$ cat src/rtl/display_sched_pkg.sv
// Shared types and helpers for the display scheduler: arbiter states,
// source indices and the BCD validity check.
package display_sched_pkg;

  typedef enum logic [1:0] {
    IDLE   = 2'd0,
    OWNED  = 2'd1,
    LINGER = 2'd2
  } state_e;

  localparam logic [1:0] SRC_BG  = 2'd0;
  localparam logic [1:0] SRC_OV1 = 2'd1;
  localparam logic [1:0] SRC_OV2 = 2'd2;

  function automatic logic bcd_valid16(input logic [15:0] v);
    logic ok;
    ok = 1'b1;
    for (int i = 0; i < 4; i++) begin
      if (v[i*4 +: 4] > 4'd9) ok = 1'b0;
    end
    return ok;
  endfunction

endpackage

$ cat src/rtl/display_scheduler_flash_timer.sv
// Blink phase generator: lit for FLASH_HALF cycles, dark for FLASH_HALF cycles.
// Dark while in reset; forced lit (and re-armed) whenever disabled or restarted.
module flash_timer #(
  parameter int FLASH_HALF = 25
) (
  input  logic clk_100Hz,
  input  logic rst_n,
  input  logic restart,
  input  logic enable,
  output logic lit
);

  localparam int FW = (FLASH_HALF > 1) ? $clog2(FLASH_HALF) : 1;
  localparam logic [FW-1:0] LAST = FW'(FLASH_HALF - 1);

  logic [FW-1:0] cnt_q, cnt_d;
  logic          lit_q, lit_d;

  always_comb begin
    cnt_d = cnt_q;
    lit_d = lit_q;
    if (restart || !enable) begin
      cnt_d = '0;
      lit_d = 1'b1;
    end else if (cnt_q == LAST) begin
      cnt_d = '0;
      lit_d = ~lit_q;
    end else begin
      cnt_d = cnt_q + 1'b1;
    end
  end

  always_ff @(posedge clk_100Hz or negedge rst_n) begin
    if (!rst_n) begin
      cnt_q <= '0;
      lit_q <= 1'b0;
    end else begin
      cnt_q <= cnt_d;
      lit_q <= lit_d;
    end
  end

  assign lit = lit_q;

endmodule

$ cat src/rtl/display_scheduler.sv
// Arbitrates the seven-segment display between a background source and two
// req/gnt overlays, with post-release linger, blinking and BCD filtering.
module display_scheduler
  import display_sched_pkg::*;
#(
  parameter int HOLD_TICKS = 200,
  parameter int FLASH_HALF = 25
) (
  input  logic        clk_100Hz,
  input  logic        rst_n,
  input  logic [2:0]  req,
  input  logic [2:0]  flash_req,
  input  logic [15:0] bcd0,
  input  logic [15:0] bcd1,
  input  logic [15:0] bcd2,
  output logic [2:0]  gnt,
  output logic [15:0] BCD_16bit,
  output logic        En_7seg,
  output logic        bad_bcd
);

  localparam int LW = (HOLD_TICKS > 1) ? $clog2(HOLD_TICKS) : 1;
  localparam logic [LW-1:0] LINGER_LOAD = LW'(HOLD_TICKS - 1);

  state_e        state_q, state_d;
  logic [1:0]    owner_q, owner_d;
  logic [LW-1:0] lcnt_q, lcnt_d;
  logic [15:0]   bcd_q, bcd_d;
  logic [2:0]    gnt_q, gnt_d;
  logic          bad_q, bad_d;
  logic [2:0]    fl_q;
  logic [15:0]   sel;
  logic          flash_en, flash_restart, lit;

  // Source 0 never requests; its bit exists only for port symmetry.
  logic unused_req0;
  assign unused_req0 = req[0];

  // Whenever any overlay requests, the highest-priority one owns the display.
  always_comb begin
    state_d = state_q;
    owner_d = owner_q;
    lcnt_d  = lcnt_q;
    unique case (state_q)
      IDLE, OWNED: begin
        if (req[2]) begin
          state_d = OWNED;
          owner_d = SRC_OV2;
        end else if (req[1]) begin
          state_d = OWNED;
          owner_d = SRC_OV1;
        end else if (state_q == OWNED) begin
          state_d = LINGER;
          lcnt_d  = LINGER_LOAD;
        end else begin
          owner_d = SRC_BG;
        end
      end
      LINGER: begin
        if (req[2]) begin
          state_d = OWNED;
          owner_d = SRC_OV2;
        end else if (req[1]) begin
          state_d = OWNED;
          owner_d = SRC_OV1;
        end else if (lcnt_q == '0) begin
          state_d = IDLE;
          owner_d = SRC_BG;
        end else begin
          lcnt_d = lcnt_q - 1'b1;
        end
      end
      default: begin
        state_d = IDLE;
        owner_d = SRC_BG;
      end
    endcase
  end

  always_comb begin
    unique case (owner_d)
      SRC_OV1: sel = bcd1;
      SRC_OV2: sel = bcd2;
      default: sel = bcd0;
    endcase
    bcd_d = bcd_q;
    bad_d = 1'b0;
    // Lingering shows the frozen value, so sources are not looked at.
    if (state_d != LINGER) begin
      if (bcd_valid16(sel)) bcd_d = sel;
      else                  bad_d = 1'b1;
    end
    gnt_d = 3'b001 << owner_d;
  end

  assign flash_en      = flash_req[owner_d];
  assign flash_restart = (owner_d != owner_q) || (flash_en && !fl_q[owner_d]);

  always_ff @(posedge clk_100Hz or negedge rst_n) begin
    if (!rst_n) begin
      state_q <= IDLE;
      owner_q <= SRC_BG;
      lcnt_q  <= '0;
      bcd_q   <= 16'h0000;
      gnt_q   <= 3'b001;
      bad_q   <= 1'b0;
      fl_q    <= 3'b000;
    end else begin
      state_q <= state_d;
      owner_q <= owner_d;
      lcnt_q  <= lcnt_d;
      bcd_q   <= bcd_d;
      gnt_q   <= gnt_d;
      bad_q   <= bad_d;
      fl_q    <= flash_req;
    end
  end

  flash_timer #(
    .FLASH_HALF(FLASH_HALF)
  ) u_flash (
    .clk_100Hz(clk_100Hz),
    .rst_n    (rst_n),
    .restart  (flash_restart),
    .enable   (flash_en),
    .lit      (lit)
  );

  assign gnt       = gnt_q;
  assign BCD_16bit = bcd_q;
  assign bad_bcd   = bad_q;
  assign En_7seg   = lit;

endmodule

$ cat config.mk
export PLATFORM = sky130hd
export DESIGN_NAME = display_scheduler
export DESIGN_NICKNAME = d
export VERILOG_FILES = /design/src/rtl/display_sched_pkg.sv /design/src/rtl/display_scheduler_flash_timer.sv /design/src/rtl/display_scheduler.sv
export SDC_FILE = /design/constraint.sdc
export NUM_CORES = 1
export LEC_CHECK = 0
export BUFFER_PORTS_ARGS = -buffer_cell sky130_fd_sc_hd__buf_4
export CORE_MARGIN = 4
export CORE_UTILIZATION = 45
export DETAILED_ROUTE_END_ITERATION = 10
export GPL_TIMING_DRIVEN = 0
export PLACE_DENSITY = 0.76
export SLEW_MARGIN = 15
export SYNTH_ARGS = -nofsm -noshare
export SYNTH_HDL_FRONTEND = slang
export SYNTH_HIERARCHICAL = 1
export SYNTH_SLANG_ARGS = --single-unit
$ cat constraint.sdc
create_clock -name clk_100Hz -period 3.6 [get_ports clk_100Hz]
set_input_delay 0.72 -clock clk_100Hz [delete_from_list [all_inputs] [get_ports clk_100Hz]]
set_output_delay 0.72 -clock clk_100Hz [all_outputs]
set_load 0.05 [all_outputs]
# Word level (Yosys, flattened, before mapping)
# Cells that the tools add are included.
# word_totals
wordCells	80
reg_bits	41
out_inout_bits	21
inputBits	56
# op_classes
shift	1
mux	37
n_reduce_logical	12
eq_ne	13
magnitude_cmp	5
bitwise_logic	1
n_addsub	2
# ops
operator	count
$mux W8	6
$pmux W16 S2	1
$mux W2	12
$gt A4 B4 Y1 const B	4
$pmux W8 S2	1
$ne A2 B2 Y1 const B	7
$mux W1	11
$mux W5	2
$logic_not A8 Y1	1
$pmux W2 S2	2
$sub A8 B1 Y8 const B	1
$reduce_and A7 Y1	1
$add A5 B1 Y5 const B	1
$eq A5 B5 Y1 const B	1
$bmux W1 S2	2
$eq A2 B1 Y1 const B	2
$eq A2 B2 Y1 const B	2
$reduce_bool A2 Y1	2
$lt A2 B3 Y1 const B	1
$shl A1 B2 Y3 const A	1
$logic_not A1 Y1	2
$logic_not A2 Y1	1
$logic_or A1 B1 Y1	2
$ne A2 B2 Y1	1
other kinds (4)	4

# Logic depth before layout (Yosys ltp)
# logic_depth
depth_word	15
mapped_depth	15
mapped_depth_nobuf	12

# Cells and area by module
# The synthesis kept the hierarchy.
# by_module_without_submodules
mod	n_inst	cells_each	area_each_um2	seq_area_each_um2
display_scheduler	1	189	1975.6	877.1
flash_timer	1	25	272.8	150.1

# Least setup slack after synthesis
# OpenSTA, ideal clock, no wires.
# synth_timing
kind	reg-to-reg
start	reg lcnt_q[0]
end	reg bcd_q[10] (netlist: BCD_16bit[10])
setup_slack_ns	-0.121
n_path_buf	3
setup_ns	0.125
t_arrival_ns	3.596
stages_incl_launch_ff	16
path_cell_list	dfrtp_1 inv_1 ha_1 or2b_2 o31ai_1 a2111oi_1 inv_1 ha_1 clkbuf_1 clkbuf_1 a22oi_1 o21ai_0 o21ai_0 nand4b_4 buf_6 mux2_4
# synth_between
elab_chain_len	14
# synth_rtl
item	line	rtl
start, declared	display_scheduler.sv:27	logic [LW-1:0] lcnt_q, lcnt_d;
start signal, assigned	display_scheduler.sv:111	lcnt_q <= lcnt_d;
$logic_not A8 Y1 *	display_scheduler.sv:66	end else if (lcnt_q == '0) begin
$mux W2 *	display_scheduler.sv:66	
$mux W2 *	display_scheduler.sv:63	end else if (req[1]) begin
$mux W2 *	display_scheduler.sv:60	if (req[2]) begin
$pmux W2 S2 *	display_scheduler.sv:44	unique case (state_q)
net owner_d[0]	display_scheduler.sv:26	logic [1:0] owner_q, owner_d;
$eq A2 B2 Y1 or $eq A2 B1 Y1 (tied branches)	display_scheduler.sv:81	unique case (owner_d)
$pmux W16 S2 *	display_scheduler.sv:81	
$gt A4 B4 Y1	display_sched_pkg.sv:19	if (v[i*4 +: 4] > 4'd9) ok = 1'b0;
$mux W1 (4 in a row)	display_sched_pkg.sv:19	
$mux W1	display_scheduler.sv:89	if (state_d != LINGER) begin
$reduce_and A2 Y1 (no line)	-	
end signal, assigned	display_scheduler.sv:104	bcd_q <= 16'h0000;
end signal, assigned	display_scheduler.sv:112	bcd_q <= bcd_d;
end, declared	display_scheduler.sv:28	logic [15:0] bcd_q, bcd_d;
# The timed path passes the listed nets; every way through them passes the cells marked *. The select of a mux whose other input is x is not followed.
# A chain may end at the register's enable or synchronous reset.

# Final worst setup path
# layout_timing
start	reg lcnt_q[0]
end	reg bcd_q[13] (netlist: BCD_16bit[13])
# layout_between
elab_chain_len	14
# layout_rtl
item	line
$logic_not A8 Y1 *	display_scheduler.sv:66
$mux W2	display_scheduler.sv:66
$mux W2	display_scheduler.sv:63
$mux W2	display_scheduler.sv:60
$pmux W2 S2	display_scheduler.sv:44
$eq A2 B2 Y1 or $eq A2 B1 Y1 (tied branches)	display_scheduler.sv:81
$pmux W16 S2	display_scheduler.sv:81
$gt A4 B4 Y1	display_sched_pkg.sv:19
$mux W1 (4 in a row)	display_sched_pkg.sv:19
$mux W1	display_scheduler.sv:89
$reduce_and A2 Y1 (no line)	-
# Mark *: on every way between the ends. The rest lies on a longest branch, timed or not. The select of a mux whose other input is x is not followed.

==> reports/metrics.csv <==
metric,value,unit
outcome,"complete, no violations",
worst-margin pin slew,0.5329,ns
Worst Hold Class,in -> async,
crit-path max FO,10,
Synth Warn #,6,
CP cell instances,inv_1 -> ha_1 -> or2b_2 -> nor3_4 -> a211o_1 -> buf_4 -> ha_2 -> clkbuf_8 -> a221oi_2 -> o22ai_1 -> a22oi_2 -> nand4b_4 -> buf_6 -> mux2_4,
synthesized-area fraction occupied by adder cells,0.03339,
Setup Crit Path Kind,reg -> reg,
simple logic cell fraction of the synthesized area,0.1436,
crit end category,flip-flop,
first-pass GRT wire length,8859,um
worst setup path end,BCD_16bit[13],
crit share post-route,0.9561,
XOR/XNOR share of the synthesized area,0.03506,
WL final,5224,um
initial core utilization,0.4698,
share of cells above drive strength 1,0.4455,
largest family of logic cells by synthesized area,compound AO/OA/AOI/OAI gates,
CTS tree,built,
H-tree depth,2,
Reg-to-Reg End,BCD_16bit[13],
Placed Instance Area,2900,um2
GRT Total Usage,0.1809,
I/O Pins,77,
"Slew Viols, Final",0,
Crit path largest cell delay,0.43,ns
largest net degree at the start of global routing,42,
number of global-route vias before repair,1955,
hold buffers post-CTS,0,
Gate Count Post-Synth,214,
Crit-path slowest cell,dfrtp_1,
area grow syn2layout,38.62,%
GR Util met2,0.2963,
power per cell area,632.8,nW/um2
mapped cell area,2248,um2
Final ANT Viol Nets,0,
syn nets,276,
hold slack,0.3989,ns
crit path launch type,flip-flop,
row count,25,
grt total ovfl,0,
Worst EP required,3.78,ns
worst clock skew,0.004916,ns
Max Cap Viol,0,
r2r startpoint,lcnt_q[0],
maximum clock path buffer count,2,
Pre-antenna DRT Iters,4,
hpwl dp,3940,um
Setup TNS Final,0,ns
count of inserted antenna diode cells,0,
Max-slew headroom,0.6434,
Final Cell Area,3117,um2
Die ar.,6191,um2
f_max,0.2905,GHz
Yosys cell types,47,
DRC viols,0,
Fin. Hold Viols,0,
TritonCTS Buffers,5,
M1 GR Usage,0.2235,
CTS root buf,clkbuf_8,
CTS Sinks,41,
register area share after synthesis,0.4569,
setup violators final,0,
Compound-Gate Fraction of Synth Area,0.1870,
min Tclk post-route,3.442,ns
Final GP Congestion,0.7883,
P_leak,1.474,nW
DR vias/cell,5.151,
Starting DRT DRC Count,96,
Layout Nets,364,
clk slew on worst S/H paths,0.08,ns
grt peak-use layer,met2,
register bit total from synthesis,41,
R2R depth,14,
r2r setup slk,0.16,ns
clock network latency to the later pin of the worst-skew pair,0.29,ns
GR Util met3,0.05734,
core area,4786,um2
Vias,1906,
CP Launch Point,lcnt_q[0],
Port Buffers,75,
Die Ht,78.69,um
antenna violations before repair,0,
WP data arrival,3.62,ns
post-synthesis mux area share,0.1013,
Worst VDD drop,0.4738,mV
routed len/inst,14.12,um
Die W,78.69,um
Synth Area per Inst,10.51,um2
## Yosys cell counts, drive strengths merged
master / n / share of area
o21ai: 20 / 0.045
o211ai: 2 / 0.0067
nand3: 3 / 0.0067
a2111oi: 3 / 0.012
a21oi: 4 / 0.0089
a31oi: 1 / 0.0028
a211o: 1 / 0.0039
mux2: 16 / 0.097
buf: 4 / 0.012
inv: 11 / 0.018
and4bb: 1 / 0.0056
nor2b: 1 / 0.0028
o22a: 2 / 0.0078
or2: 1 / 0.0028
o22ai: 2 / 0.0056
or4: 1 / 0.0033
nor2: 18 / 0.030
o31a: 1 / 0.0039
o41ai: 1 / 0.0039
or2b: 1 / 0.0039
a22oi: 14 / 0.047
nor3: 5 / 0.011
dfstp: 1 / 0.012
and2: 2 / 0.0056
or3: 1 / 0.0028
xor2: 8 / 0.031
ha: 6 / 0.033
nand2b: 2 / 0.0056
o31ai: 1 / 0.0033
o21a: 1 / 0.0033
clkbuf: 5 / 0.013
nand2: 18 / 0.030
a221oi: 4 / 0.016
nand4b: 2 / 0.014
o311ai: 1 / 0.0039
xnor2: 1 / 0.0039
mux2i: 1 / 0.0045
dfrtp: 40 / 0.45
o311a: 2 / 0.014
and2b: 5 / 0.019
## worst min-delay path by stage
stage	start	end	cells past startpoint
floorplan	rst_n	BCD_16bit[0]	0
global placement	u_flash/cnt_q[0]	u_flash/cnt_q[0]	1
detailed placement	u_flash/cnt_q[0]	u_flash/cnt_q[0]	1
CTS	rst_n	fl_q[0]	1
global route	rst_n	fl_q[1]	1
finish	rst_n	u_flash/cnt_q[3]	1
## timing repair
item / 4_1_cts / 5_1_grt
gates resized for setup: 13 / 12
buffers inserted: 3 / 5
endpoints found under the setup margin: 16 / 16
pin swaps: 2 / 5
## layout make-up
cell class                 count  area [um2]
timing repair buffer          83       623.1
tap                           67       83.83
multi-input combinational    153        1201
clock buffer                   6       72.57
fill                         386        1669
inverter                      11       41.29
buffer                         7       52.55
sequential                    41        1027
clock inverter                 2       15.01
## power by group
| part | internal, mW | switching, mW | leakage, nW |
|---|---|---|---|
| logic | 0.417 | 0.593 | 0.940 |
| clock network | 0.137 | 0.158 | 0.0374 |
| registers | 0.582 | 0.0852 | 0.497 |
| total | 1.14 | 0.837 | 1.47 |
## metrics by stage
stage	util	worst slack, ns	power, mW	instances
2_1_floorplan	-	0.1187	1.338	214
3_3_place_gp	0.6060	-0.5189	1.619	356
3_5_place_dp	0.6060	-0.5543	1.634	356
4_1_cts	0.6374	0.02236	1.954	365
5_1_grt	0.6512	-0.01224	2.089	370
6_report	0.6512	0.1581	1.972	370
## state kept, by name (all words and copies together) (netlist names)
| register | cells |
|---|---|
| BCD_16bit | 16 |
| lcnt_q | 8 |
| u_flash/cnt_q | 5 |
| fl_q | 3 |
| gnt | 3 |
| owner_q | 2 |
| state_q | 2 |
| bad_bcd | 1 |
| u_flash/lit | 1 |
## kinds of logic (layout without fill, tap and decap cells)
kind of cell    after synthesis  after routing
flops                        41             41
compound gates               60             60
fa+ha+maj                     6              6
xor+xnor                      9              9
buf+inv                      20            109
simple gates                 61             61
mux                          17             17
## cells in the final DEF (no fill, tap or decap), types with 3 or more instances in the layout
cell | synthesis | final
o21ai_1 | 0 | 6
a21oi_1 | 4 | 4
ha_1 | 6 | 4
inv_1 | 11 | 11
dfrtp_1 | 40 | 40
buf_4 | 0 | 83
mux2_2 | 6 | 6
xor2_1 | 8 | 8
o21ai_0 | 20 | 12
nand3_1 | 3 | 3
nor3_1 | 5 | 4
a221oi_2 | 0 | 4
a22oi_1 | 14 | 13
buf_2 | 3 | 4
clkbuf_8 | 1 | 6
nor2_1 | 18 | 18
and2b_2 | 4 | 4
mux2_4 | 10 | 10
nand2_1 | 18 | 18
## worst max-delay path, delay by kind of cell, from the launching register on
family                   cells  cell delay [ns]
buffers and inverters        4             0.58
adder cells (fa/ha/maj)      2             0.48
flip-flops                   1             0.43
AO/OA/AOI/OAI                4             0.82
multiplexers                 1             0.30
AND/OR/NAND/NOR              3             0.72
## per-layer routing
layer / part of all wire / wire [um] / vias to the layer above
li1: - / - / 946
met1: 0.43 / 2246 / 886
met2: 0.47 / 2478 / 68
met3: 0.082 / 429 / 6
met4: 0.013 / 69 / 0
met5: 0 / 0 / -
No activity file was read; power rests on OpenSTA's default activity.
